`config.mk`:
```
export PLATFORM = sky130hd
export DESIGN_NAME = pong_game_ctrl
export DESIGN_NICKNAME = d
export VERILOG_FILES = /design/src/rtl/pong_game_ctrl.sv
export SDC_FILE = /design/constraint.sdc
export NUM_CORES = 1
export LEC_CHECK = 0
export BUFFER_PORTS_ARGS = -buffer_cell sky130_fd_sc_hd__buf_4
export CAP_MARGIN = 20
export CORE_MARGIN = 4
export CORE_UTILIZATION = 58
export DETAILED_ROUTE_END_ITERATION = 16
export PLACE_DENSITY_LB_ADDON = 0.1
export SETUP_SLACK_MARGIN = 0.4
export SKIP_LAST_GASP = 1
export SLEW_MARGIN = 20
export SYNTH_ARGS = -nofsm -noshare
export SYNTH_HDL_FRONTEND = slang
export SYNTH_SLANG_ARGS = --single-unit
```
`constraint.sdc`:
```
create_clock -name clk -period 5.3 [get_ports clk]
set_clock_uncertainty 0.05 [all_clocks]
set_input_delay 1.06 -clock clk [delete_from_list [all_inputs] [get_ports clk]]
set_output_delay 1.06 -clock clk [all_outputs]
set_load 0.05 [all_outputs]
```
`src/rtl/pong_game_ctrl.sv`:
```
// Pong game sequencer: new-game / play / new-ball / game-over flow,
// BCD score keeping, ball accounting and the frame-tick pause timer.
module pong_game_ctrl #(
    parameter int NUM_BALLS   = 3,
    parameter int DELAY_TICKS = 120
) (
    input  logic       clk,
    input  logic       reset,
    input  logic [1:0] btn,
    input  logic       frame_tick,
    input  logic       hit,
    input  logic       miss,
    output logic       gra_still,
    output logic [1:0] msg_sel,
    output logic [3:0] score_d1,
    output logic [3:0] score_d0,
    output logic [1:0] balls_left,
    output logic [1:0] state
);

    // state   | meaning
    // NEWGAME | waiting for a button, "press to start" shown
    // PLAY    | ball in motion, hits score, misses cost a ball
    // NEWBALL | pause after a miss, button relaunches once timer expires
    // OVER    | "game over" pause, returns to NEWGAME on timer expiry
    typedef enum logic [1:0] {
        NEWGAME = 2'b00,
        PLAY    = 2'b01,
        NEWBALL = 2'b10,
        OVER    = 2'b11
    } state_t;

    localparam logic [1:0] BALLS_INIT = 2'(NUM_BALLS);
    localparam logic [6:0] DELAY      = 7'(DELAY_TICKS);

    state_t     state_q, state_d;
    logic [3:0] d1_q, d1_d;
    logic [3:0] d0_q, d0_d;
    logic [1:0] balls_q, balls_d;
    logic [6:0] timer_q, timer_d;
    logic       hit_q;
    logic       gra_still_q, gra_still_d;
    logic [1:0] msg_q, msg_d;

    logic any_btn;
    logic timer_up;
    logic hit_rise;

    assign any_btn  = (btn != 2'b00);
    assign timer_up = (timer_q == 7'd0);
    assign hit_rise = hit & ~hit_q;

    always_comb begin
        state_d = state_q;
        d1_d    = d1_q;
        d0_d    = d0_q;
        balls_d = balls_q;
        timer_d = timer_q;

        if (frame_tick && !timer_up) begin
            timer_d = timer_q - 7'd1;
        end

        case (state_q)
            NEWGAME: begin
                if (any_btn) begin
                    state_d = PLAY;
                    balls_d = BALLS_INIT - 2'd1;
                end
            end
            PLAY: begin
                if (hit_rise) begin
                    if (d0_q >= 4'd9) begin
                        d0_d = 4'd0;
                        d1_d = (d1_q >= 4'd9) ? 4'd0 : d1_q + 4'd1;
                    end else begin
                        d0_d = d0_q + 4'd1;
                    end
                end
                if (miss) begin
                    timer_d = DELAY;
                    if (balls_q == 2'd0) begin
                        state_d = OVER;
                    end else begin
                        state_d = NEWBALL;
                        balls_d = balls_q - 2'd1;
                    end
                end
            end
            NEWBALL: begin
                if (timer_up && any_btn) begin
                    state_d = PLAY;
                end
            end
            OVER: begin
                if (timer_up) begin
                    state_d = NEWGAME;
                end
            end
            default: state_d = NEWGAME;
        endcase

        // NEWGAME always shows a fresh score and a full ball count
        if (state_d == NEWGAME) begin
            d1_d    = 4'd0;
            d0_d    = 4'd0;
            balls_d = BALLS_INIT;
        end

        gra_still_d = (state_d != PLAY);
        case (state_d)
            NEWGAME: msg_d = 2'b01;
            OVER:    msg_d = 2'b10;
            default: msg_d = 2'b00;
        endcase
    end

    always_ff @(posedge clk) begin
        if (reset) begin
            state_q     <= NEWGAME;
            d1_q        <= 4'd0;
            d0_q        <= 4'd0;
            balls_q     <= BALLS_INIT;
            timer_q     <= 7'd0;
            hit_q       <= 1'b0;
            gra_still_q <= 1'b1;
            msg_q       <= 2'b01;
        end else begin
            state_q     <= state_d;
            d1_q        <= d1_d;
            d0_q        <= d0_d;
            balls_q     <= balls_d;
            timer_q     <= timer_d;
            hit_q       <= hit;
            gra_still_q <= gra_still_d;
            msg_q       <= msg_d;
        end
    end

    assign gra_still  = gra_still_q;
    assign msg_sel    = msg_q;
    assign score_d1   = d1_q;
    assign score_d0   = d0_q;
    assign balls_left = balls_q;
    assign state      = state_q;

endmodule

```
==> flow_summary.yaml <==
run_status:
  status: "complete, no violations"
critical_path:
  required_ns: 4.19
  path_cells: "buf_4"
  crit_path_max_fanout: 13
  crit_buf_inv: 1
  slowest_delay_ns: 0.59
  crit_family: "flip-flops"
  critPathSlowestCell: "dfxtp_1"
  start_kind: "register"
  criticalPathCategory: "register to output pin"
  arrival_ns: 1.18
  crit_path_end_kind: "output pin"
timing:
  holdWs_ns: 0.493
  hold_violations: 0
  finalCritPeriodShare: 0.432
  setup_viol: 0
  slew_headroom: 0.667
  finalSetupTns_ns: 0
  period_needed_ns: 2.29
  fmax_mhz: 437
  slew_viol_final: 0
  rsz0062_at_grt: "false"
  tightest_slew_ns: 0.487
  layout_setup_ws_ns: 3.01
place:
  post-place-ws_ns: 2.73
  dp_hpwl_um: 1860
  gp_congestion: 0.861
  placed_area_um2: 1390
  port_buffers: 21
yosys:
  syn_area_um2: 1230
  synth_ff_type: "dfxtp_1"
  synth_area_leader_cell: "dfxtp_1"
  synthArstFlopShare: 0
  synth_warnings: 0
  synthDistinctLibCells: 43
  ys_ff_latch: 23
  synth_area_leaders: "dfxtp_1, ha_1, a21oi_1"
  synth-edff-count: 0
  ys_seq_area_frac: 0.375
  syn_nets: 151
  synthCells: 136
  synth.top_cell.area_share: 0.375
  syn_area_per_cell_um2: 9.03
routing:
  viasPerCell: 5.90
  first_pass_iters: 4
  vias: 1074
  post-route-drc-count: 0
  wirelength_um: 2520
  drtIter0Drc: 32
  avgRoutedWirePerCell_um: 13.8
  antenna_left: 0
final_layout:
  seqCellArea_um2: 460
  num-fill-cells: 165
  drive_gt1_frac: 0.226
  fin_util: 0.714
  nNetsFinal: 171
  area_delta_synth_final_pct: 15.3
  diodes: 0
  fin_area_um2: 1420
  multiInputGateArea_um2: 691
floorplan:
  core.rowCount: 16
  io_pins: 22
  core_um2: 1980
  initial_core_util: 0.619
  die-area_um2: 2920
  die_h_um: 54
  die_w_um: 54
global_route:
  grt_pass1_vias: 995
  grt_pass1_wl_um: 4230
  grt_start_max_net_pins: 19
  antenna_found_initial: 0
  grt_usage: 0.194
  grt_overflow_total: 0
clock_network:
  cts_resized: 0
  hold_buffers: 0
  clock_sinks: 23
  clk_path_buf_depth: 2
  cts_tree: "built"
  clk_latency_ns: 0.31
  cts_setup_buffers: 0
  numCtsBuffers: 3
  root_buffer: "clkbuf_4"
  htree_num_levels: 1
  path_clk_slew_ns: 0.12
worst_hold_path:
  hp-class: "register to register"
power_and_ir_drop:
  p_leak_uw: 0.000570
  ir_drop_mv: 0.285
  powerDensity_nw_per_um2: 493
job:
  maxCapViolCount: 0
logic make-up after synthesis:
kind of cell / share of synthesized area
flip-flops: 0.375
AO/OA/AOI/OAI: 0.190
buffers and inverters: 0.0622
multiplexers: 0.0163
AND/OR/NAND/NOR: 0.247
XOR/XNOR: 0.0285
adder cells (fa/ha/maj): 0.0816
power by group:
group | leakage (µW) | internal [µW] | switching [µW]
Sequential | 0.000189 | 216 | 51.3
Combinational | 0.000364 | 140 | 210
Clock | 0.0000177 | 28.2 | 52.0
cells in the final DEF (no fill, tap or decap), types with 4 or more instances in the layout:
master     n
ha_1       8
nor2_1     8
a21oi_1   10
nand2_1    9
buf_4     21
a211oi_1   4
nor3_1     5
inv_1     12
dfxtp_1   23
nor2b_1    4
through the flow:
stage          cells  power, µW
4_1_cts          182        698
5_1_grt          182        743
3_3_place_gp     178        607
3_5_place_dp     178        618
6_report         182        697
2_1_floorplan    136        547
Yosys cell counts (all sizes together), types with 2 or more instances:
master and n:
a211oi 4, a21oi 10, a41oi 2, buf 3, clkbuf 3, dfxtp 23, ha 8, inv 12
mux2i 2, nand2 9, nand3 3, nand3b 2, nor2 8, nor2b 4, nor3 5, nor4 3
o2111ai 2, o21ai 3, o22ai 2, or3 3, or3b 3, xnor2 2, xor2 2
flip-flops by register name (all words and copies together), names as in the netlist:
name        cells
state           2
score_d1        4
balls_left      2
msg_sel         2
gra_still       1
hit_q           1
timer_q         7
score_d0        4
layer usage:
metal / GRT usage / part of all wire / wire length [µm] / vias to the layer above
met5: 0 / 0 / 0 / -
met4: 0.0871 / 0.0040 / 10 / 0
met3: 0.0277 / 0.056 / 140 / 2
met2: 0.323 / 0.49 / 1220 / 36
met1: 0.247 / 0.45 / 1140 / 500
li1: - / - / - / 536
worst paths after layout:
kind,from,to,slack [ns],cells after the start
setup / recovery,state[0],state[0],3.01,1
hold / removal,timer_q[2],timer_q[2],0.49,2
setup reg to reg,timer_q[0],score_d1[3],3.15,6
hold reg to reg,timer_q[2],timer_q[2],0.49,2
layout make-up:
class                   instances  share of cell area
inverters                      12              0.0318
flip-flops and latches         23               0.325
well taps                      27              0.0239
clock inverters                 1             0.00354
repair buffers                 21               0.111
multi-input cells              95               0.488
clock buffers                   3              0.0159
No activity file was read; power rests on OpenSTA's default activity.
